==> src/rtl/sha1_core_if.sv <==
// Handshake/data bundle between the Wishbone SHA-1 register block (master)
// and the sha1_core compression engine (slave).
interface sha1_core_if;
    logic         on;
    logic         chain;
    logic [511:0] message;
    logic [159:0] digest;
    logic         done;
    logic         busy;
    logic [6:0]   loop_idx;
    logic         panic;

    modport master (
        output on, chain, message,
        input  digest, done, busy, loop_idx, panic
    );

    modport slave (
        input  on, chain, message,
        output digest, done, busy, loop_idx, panic
    );
endinterface

==> src/rtl/sha1_core.sv <==
// Iterative SHA-1 compression engine, one round per clock (81 cycles per block).
// Optional SHA1_CORE_MULTIBLOCK_EN: chain=1 at start reuses the current digest as H_init.
module sha1_core (
    input  logic          wb_clk_i,
    input  logic          reset,
    input  logic          soft_reset,
    sha1_core_if.slave    bus
);

    localparam logic [1:0] ST_IDLE  = 2'd0;
    localparam logic [1:0] ST_ROUND = 2'd1;
    localparam logic [1:0] ST_FINAL = 2'd2;

    localparam logic [159:0] H_CONST = 160'h67452301_efcdab89_98badcfe_10325476_c3d2e1f0;

    logic [1:0]   state_r;
    logic         on_q_r;
    logic [6:0]   t_r;
    logic [31:0]  a_r, b_r, c_r, d_r, e_r;
    logic [31:0]  w_r [0:15];
    logic [159:0] digest_r;
    logic         done_r;
    logic         busy_r;
    logic         panic_r;

    logic         start_s;
    logic [31:0]  f_s;
    logic [31:0]  k_s;
    logic [31:0]  temp_s;
    logic [31:0]  w_new_s;
    logic [159:0] h_init_s;
    logic [159:0] h_load_s;

    function automatic logic [31:0] rotl(input logic [31:0] x, input int unsigned n);
        rotl = (x << n) | (x >> (32 - n));
    endfunction

`ifdef SHA1_CORE_MULTIBLOCK_EN
    logic [159:0] h_init_r;

    // Chaining source is the digest still held from the previous block.
    always_comb begin
        h_init_s = h_init_r;
        if (bus.chain) begin
            h_load_s = digest_r;
        end else begin
            h_load_s = H_CONST;
        end
    end

    // Hold the block's initial H for the final feed-forward addition.
    always_ff @(posedge wb_clk_i) begin
        if (reset || soft_reset) begin
            h_init_r <= 160'd0;
        end else if (state_r == ST_IDLE && start_s) begin
            h_init_r <= h_load_s;
        end else begin
            h_init_r <= h_init_r;
        end
    end
`else
    logic chain_unused_s;
    assign chain_unused_s = bus.chain;
    assign h_init_s       = H_CONST;
    assign h_load_s       = H_CONST;
`endif

    // Round function, constant and message-schedule expansion for round t_r.
    always_comb begin
        start_s = bus.on & ~on_q_r;
        if (t_r < 7'd20) begin
            f_s = (b_r & c_r) | (~b_r & d_r);
            k_s = 32'h5a827999;
        end else if (t_r < 7'd40) begin
            f_s = b_r ^ c_r ^ d_r;
            k_s = 32'h6ed9eba1;
        end else if (t_r < 7'd60) begin
            f_s = (b_r & c_r) | (b_r & d_r) | (c_r & d_r);
            k_s = 32'h8f1bbcdc;
        end else begin
            f_s = b_r ^ c_r ^ d_r;
            k_s = 32'hca62c1d6;
        end
        temp_s  = rotl(a_r, 5) + f_s + e_r + k_s + w_r[0];
        // Window head is W[t]; this produces W[t+16] for the tail.
        w_new_s = rotl(w_r[13] ^ w_r[8] ^ w_r[2] ^ w_r[0], 1);
    end

    // Control FSM, working variables and status registers.
    always_ff @(posedge wb_clk_i) begin
        if (reset || soft_reset) begin
            state_r  <= ST_IDLE;
            on_q_r   <= bus.on;
            t_r      <= 7'd0;
            a_r      <= 32'd0;
            b_r      <= 32'd0;
            c_r      <= 32'd0;
            d_r      <= 32'd0;
            e_r      <= 32'd0;
            digest_r <= 160'd0;
            done_r   <= 1'b0;
            busy_r   <= 1'b0;
            panic_r  <= 1'b0;
            for (int i = 0; i < 16; i++) begin
                w_r[i] <= 32'd0;
            end
        end else begin
            on_q_r <= bus.on;
            if (start_s && state_r != ST_IDLE) begin
                panic_r <= 1'b1;
            end else begin
                panic_r <= panic_r;
            end
            case (state_r)
                ST_IDLE: begin
                    if (start_s) begin
                        for (int i = 0; i < 16; i++) begin
                            w_r[i] <= bus.message[32*i +: 32];
                        end
                        a_r     <= h_load_s[159:128];
                        b_r     <= h_load_s[127:96];
                        c_r     <= h_load_s[95:64];
                        d_r     <= h_load_s[63:32];
                        e_r     <= h_load_s[31:0];
                        t_r     <= 7'd0;
                        done_r  <= 1'b0;
                        busy_r  <= 1'b1;
                        state_r <= ST_ROUND;
                    end else begin
                        state_r <= ST_IDLE;
                    end
                end
                ST_ROUND: begin
                    for (int i = 0; i < 15; i++) begin
                        w_r[i] <= w_r[i+1];
                    end
                    w_r[15] <= w_new_s;
                    e_r     <= d_r;
                    d_r     <= c_r;
                    c_r     <= rotl(b_r, 30);
                    b_r     <= a_r;
                    a_r     <= temp_s;
                    if (t_r == 7'd79) begin
                        state_r <= ST_FINAL;
                    end else begin
                        t_r <= t_r + 7'd1;
                    end
                end
                ST_FINAL: begin
                    digest_r <= {h_init_s[159:128] + a_r, h_init_s[127:96] + b_r,
                                 h_init_s[95:64] + c_r,   h_init_s[63:32] + d_r,
                                 h_init_s[31:0] + e_r};
                    done_r   <= 1'b1;
                    busy_r   <= 1'b0;
                    state_r  <= ST_IDLE;
                end
                default: begin
                    state_r <= ST_IDLE;
                    busy_r  <= 1'b0;
                end
            endcase
        end
    end

    assign bus.digest   = digest_r;
    assign bus.done     = done_r;
    assign bus.busy     = busy_r;
    assign bus.loop_idx = t_r;
    assign bus.panic    = panic_r;

endmodule

==> src/flat_wrapper.sv <==
// flat-port wrapper written by rule: the top's interface ports become plain ports
module sha1_core_flat 
  (wb_clk_i, reset, soft_reset, bus_on, bus_chain, bus_message, bus_digest, bus_done, bus_busy, bus_loop_idx, bus_panic);
  sha1_core_if bus_i ();
  input  logic wb_clk_i;
  input  logic reset;
  input  logic soft_reset;
  input wire logic [$bits(bus_i.on)-1:0] bus_on;
  input wire logic [$bits(bus_i.chain)-1:0] bus_chain;
  input wire logic [$bits(bus_i.message)-1:0] bus_message;
  output wire logic [$bits(bus_i.digest)-1:0] bus_digest;
  output wire logic [$bits(bus_i.done)-1:0] bus_done;
  output wire logic [$bits(bus_i.busy)-1:0] bus_busy;
  output wire logic [$bits(bus_i.loop_idx)-1:0] bus_loop_idx;
  output wire logic [$bits(bus_i.panic)-1:0] bus_panic;
  assign bus_i.on = bus_on;
  assign bus_i.chain = bus_chain;
  assign bus_i.message = bus_message;
  assign bus_digest = bus_i.digest;
  assign bus_done = bus_i.done;
  assign bus_busy = bus_i.busy;
  assign bus_loop_idx = bus_i.loop_idx;
  assign bus_panic = bus_i.panic;
  sha1_core u_core (.wb_clk_i(wb_clk_i), .reset(reset), .soft_reset(soft_reset), .bus(bus_i));
endmodule
==> config.mk <==
export PLATFORM = sky130hd
export DESIGN_NAME = sha1_core_flat
export DESIGN_NICKNAME = d
export VERILOG_FILES = /design/src/rtl/sha1_core_if.sv /design/src/rtl/sha1_core.sv /design/src/flat_wrapper.sv
export SDC_FILE = /design/constraint.sdc
export NUM_CORES = 2
export LEC_CHECK = 0
export CAP_MARGIN = 15
export CORE_MARGIN = 3
export CORE_UTILIZATION = 45
export DETAILED_ROUTE_END_ITERATION = 12
export DONT_BUFFER_PORTS = 1
export GPL_TIMING_DRIVEN = 0
export PLACE_DENSITY = 0.63
export SKIP_CTS_REPAIR_TIMING = 1
export SLEW_MARGIN = 30
export SYNTH_ARGS = -nofsm -noshare
export SYNTH_HDL_FRONTEND = slang
export SYNTH_SLANG_ARGS = --single-unit
==> constraint.sdc <==
create_clock -name wb_clk_i -period 14.95 [get_ports wb_clk_i]
set_clock_uncertainty 0.2 [all_clocks]
set_input_delay 2.99 -clock wb_clk_i [delete_from_list [all_inputs] [get_ports wb_clk_i]]
set_output_delay 2.99 -clock wb_clk_i [all_outputs]
set_load 0.01 [all_outputs]
== Word level (Yosys, flattened, before mapping) ==
Memories as Yosys holds them, arrays and structs flattened.
Cells that the tools add are included.
Word-level totals
  register bits: 333
  bits in writable memories: 512
  output and inout port bits: 170
  logic and storage cells: 160
  memories: 1
Memories
  u_core.w_r: words 16, bits a word 32, read ports 16, clocked after memory_dff 0, wr ports 16, RTL line sha1_core.sv:20  | logic [31:0] w_r [0:15];
Operators by class
  add/sub/neg operators: 10
  $lt $le $gt $ge: 3
  equal/unequal tests: 6
  multiplexer cells: 67
  bitwise gates (word level): 51
  reductions and logical operators: 10
Operators by type and width (number)
  $mux 32: 42
  $pmux 32 s2: 5
  $xor 32x32->32: 5
  $add 32x32->32: 4
  $and 32x32->32: 4
  $add 32x32->32 const A: 3
  $or 32x32->32: 3
  $add 29x32->32 const A: 1
  $add 31x32->32 const A: 1
  $not 32->32: 1
  $or 1x1->1: 32
  $or 32x1->32: 1
  $or 32x30->32: 1
  $or 32x5->32: 1
  $mux 31: 1
  $lt 7x6->1 const B: 2
  $mux 7: 2
  $pmux 7 s2: 1
  $mux 1: 12
  $add 7x1->7 const B: 1
  $eq 7x7->1 const B: 1
  $lt 7x5->1 const B: 1
  $reduce_and 2->1: 3
  $reduce_bool 2->1: 3
  13 further kinds: 16

== Logic depth before layout (Yosys ltp) ==
  word-level depth: 11
  mapped depth: 23
  gate-level depth less buffers: 21

== Least setup slack after synthesis ==
No wires, ideal clock.
  kind: input to register
  start: in bus_on
  end: mem u_core.w_r[0][0], enable pin
  setup time: 637 ps
  arrival time: 9331 ps
  data required time: 14113 ps
  slack: 4782 ps
  stages: 6
  path buffers: 2
  path through: nand3b_1 nand2_1 nor2_1 clkbuf_1 buf_1 inv_1
RTL lines
  start: declaration: RTL line flat_wrapper.sv:8  | input wire logic [$bits(bus_i.on)-1:0] bus_on;
  end: declaration: RTL line sha1_core.sv:20

== Final worst setup path ==
  start: reg u_core.t_r[5] (netlist: u_core.bus.loop_idx[5])
  end: reg u_core.a_r[27]
On the way
  cells in the longest elaborated chain, start to end: 9
  elaborated cells on any way between the ends: 14
RTL lines
  start: declaration: RTL line sha1_core.sv:18  | logic [6:0] t_r;
  start signal: assignment: RTL line sha1_core.sv:146  | t_r <= t_r + 7'd1;
  $lt 7x6->1: RTL line sha1_core.sv:77  | end else if (t_r < 7'd60) begin
  $mux 32: RTL line sha1_core.sv:77
  $mux 32: RTL line sha1_core.sv:74  | end else if (t_r < 7'd40) begin
  $mux 32: RTL line sha1_core.sv:71  | if (t_r < 7'd20) begin
  $add 32x32->32 (2 in a row): RTL line sha1_core.sv:84  | temp_s = rotl(a_r, 5) + f_s + e_r + k_s + w_r[0];
  $add 32x32->32 * (2 in a row): RTL line sha1_core.sv:84
  $pmux 32 s2 *: RTL line sha1_core.sv:114  | case (state_r)
  end signal: assignment: RTL line sha1_core.sv:120  | a_r <= h_load_s[159:128];
  end signal: assignment: RTL line sha1_core.sv:142  | a_r <= temp_s;
  end: declaration: RTL line sha1_core.sv:19  | logic [31:0] a_r, b_r, c_r, d_r, e_r;
Every way passes the cells marked *; elsewhere a longest branch is shown, timed or not.
A chain may end at the register's enable or synchronous reset.

==> impl_results.md <==
* Worst Path Arrival at 8.50 ns
* Ys Warns at 0
* RSZ-0062 raised after global routing: no
* I/O Buffers at 0
* FF/Latch Area at 22000 µm²
* Nets at 4680
* Most common cell after layout, fill and taps aside: nand2_1
* Via/cell ratio at 6.17
* Most frequent cells in the layout: nand2_1, edfxtp_1, a22o_1, dfxtp_1, a21oi_1
* Worst VDD drop at 0.108 mV
* Number of H-tree levels at 3
* First-pass GRT wire length at 239 mm
* Gate power share at 8.7%
* Sum Neg Setup Slack at 0 ns
* Core Footprint at 90400 µm²
* X dimension of the die at 309 µm
* Synth area leaders: edfxtp_1, dfxtp_1, a22o_1, nand2_1, fa_1
* Largest net degree at the start of global routing at 96
* CTS tree: done
* Minimum clock period at 8.17 ns
* Post-synth top area cell: edfxtp_1
* Total power per unit cell area at 119 nW/µm²
* Sw Pwr at 1.43 mW
* Clock-pin slew on the worst setup and hold paths at 0.06 ns
* Share of the synthesized area in the top cell type at 37.3%
* Sequential share of the synthesized area at 53.5%
* Worst Tran Pin Value at 1.06 ns
* Vias post-DR at 32701
* Clk_lat worst skew at 0.69 ns
* Internal Power at 4.08 mW
* TritonCTS Buffers at 93
* FP Rows at 110
* Post-synth EDFFs at 512
* Post-route ant nets at 0
* DRT iter0 DRCs at 3958
* DRC errors left at 0
* Switching share of power at 25.9%
* CP Data Required Time at 15.28 ns
* CTS Root Cell: clkbuf_16
* Syn avg cell area at 10.6 µm²
* Max Cap Violations at 0
* Status: finished clean
* Clock tree buffer depth at 3
* Yosys reg bits at 845
* Wire per inst at 32.9 µm
* Clock Sinks at 845
* Die height at 309 µm
* Fillcell total at 8263
* Worst-path fanout max at 10
* Vias in the first global route at 31101
* Mapped Cells at 3895
* Min-Delay Path Class: reg2reg
* Reg power frac at 48.3%
* Final Hold Vio Count at 0
* Lkg Pwr at 17.5 nW
* Starting Density at 45.6%
* Final core occ at 51.1%
* Crit path kind: reg2reg
* Antenna violations before repair at 47
* Area taken by multi-input logic gates at 17400 µm²
* Max-slew violation count at 0
* Fraction of registers with async set or reset after synthesis at 0%
* Router iterations before antenna repair at 6
* Tcrit/Tclk final at 54.6%
* Crit end category: flop
* WL final at 174 mm
* Relative slew slack at 29.1%
* Final setup viols at 0
* Net Count, Synth at 4574
* Gpl congestion at 0.976
* Number of distinct library cells after synthesis at 70
* Cell area after layout at 46200 µm²
* Die ar. at 95300 µm²
* Post-DP Area at 43000 µm²
* Ys flop type: edfxtp_1
* Dpl hpwl at 139 mm
* Num ports at 687
* Total track usage at 35.7%
* Layout cells sized above 1 at 5.00%
* Mapped cell area at 41200 µm²
* Hold_ws at 0.288 ns
* Grt ovf at 0
* Worst setup SP type: flop
* Layout area overhead at 12.0%
* Share of power burned in the clock network at 43.0%
* Peak Freq at 0.122 GHz
## kinds of logic after synthesis
logic type | after synthesis | share of synthesized area, %
AO/OA/AOI/OAI | 1113 | 19.0
XOR/XNOR | 231 | 4.91
adder cells (fa/ha/maj) | 162 | 6.99
buffers and inverters | 482 | 4.42
flip-flops | 845 | 53.5
multiplexers | 37 | 0.914
AND/OR/NAND/NOR | 1025 | 10.3
## cells in the mapped netlist, drive strengths merged, types with 11 or more instances
cell      n
edfxtp  512
ha       48
o211ai   15
fa      114
o31ai    14
a211oi   90
nand4    15
inv     187
nor2    205
nand2b   11
xor2     63
a311oi   13
nand2   629
dfxtp   333
buf      25
clkbuf  270
nor3     43
a22o    365
a31oi    59
a221o    14
and3     17
nand3    45
or3      17
a21oi   298
o21ai   131
xnor2   168
mux2i    32
a21o     29
## critical path, stage by stage, from the launching register on
cell	delay (ns)
dfxtp_1	0.42
clkbuf_1	0.38
o21ai_0	0.21
or3_1	0.34
clkbuf_1	0.37
inv_1	0.17
clkbuf_1	0.75
a222oi_1	0.40
fa_1	0.63
inv_1	0.06
fa_1	0.53
inv_1	0.06
fa_1	0.53
inv_1	0.06
fa_1	0.48
a211oi_1	0.38
o21bai_1	0.18
a211oi_1	0.72
o211ai_1	0.34
o21ai_0	0.46
xor2_1	0.21
o22ai_1	0.10
## flip-flops by register name, summed over array words and instances, names as in the netlist
register	cells
u_core.a_r	32
u_core.b_r	32
u_core.bus.busy	1
u_core.bus.digest	160
u_core.bus.done	1
u_core.bus.loop_idx	7
u_core.bus.panic	1
u_core.c_r	32
u_core.d_r	32
u_core.e_r	32
u_core.on_q_r	1
u_core.state_r	2
u_core.w_r	512
## final timing paths
| check | from | to | slack (ns) | depth (start not counted) |
|---|---|---|---|---|
| worst max-delay path | u_core.bus.loop_idx[5]$_SDFFE_PN0P_ | u_core.a_r[27]$_SDFFE_PN0P_ | 6.78 | 21 |
| worst min-delay path | u_core.e_r[1]$_SDFFE_PN0P_ | u_core.bus.digest[1]$_SDFFE_PN0P_ | 0.29 | 2 |
| worst max register to register | u_core.bus.loop_idx[5]$_SDFFE_PN0P_ | u_core.a_r[27]$_SDFFE_PN0P_ | 6.78 | 21 |
| worst min register to register | u_core.e_r[1]$_SDFFE_PN0P_ | u_core.bus.digest[1]$_SDFFE_PN0P_ | 0.29 | 2 |
## area by class of cell
cell class                      count  share of cell area (%)
Antenna cell                       43                   0.233
Buffer                            295                    2.47
Clock buffer                      119                    5.49
Clock inverter                     56                    1.19
Inverter                          187                    1.54
Multi-Input combinational cell   2568                    37.6
Sequential cell                   845                    47.7
Tap cell                         1176                    3.19
Timing Repair Buffer               11                   0.526
## per-layer routing
metal  GRT usage, %  vias to the layer above  share of wire (%)
met2           60.5                     2015                 49
li1               -                    14300                  -
met3           10.8                      402                 10
met5              0                        -              0.044
met4           18.7                       12                5.5
met1           40.9                    15972                 35
## power by group through the flow
stage	Clock, mW	Sequential (mW)	Combinational, mW
after floorplan	0	2.69	0.315
after global placement	0	2.73	0.455
after detailed placement	0	2.71	0.466
after CTS	2.36	2.66	0.470
after global routing	2.46	2.67	0.518
final	2.37	2.66	0.479
## per-stage QoR
step	setup slack (ns)	power (mW)	cells
after CTS	6.97	5.49	5257
after global placement	1.17	3.18	5071
after detailed placement	7.02	3.17	5082
final	6.78	5.51	5300
after floorplan	4.78	3.00	3895
after global routing	6.40	5.64	5288
Note: power is estimated with default switching activity, not from simulation.
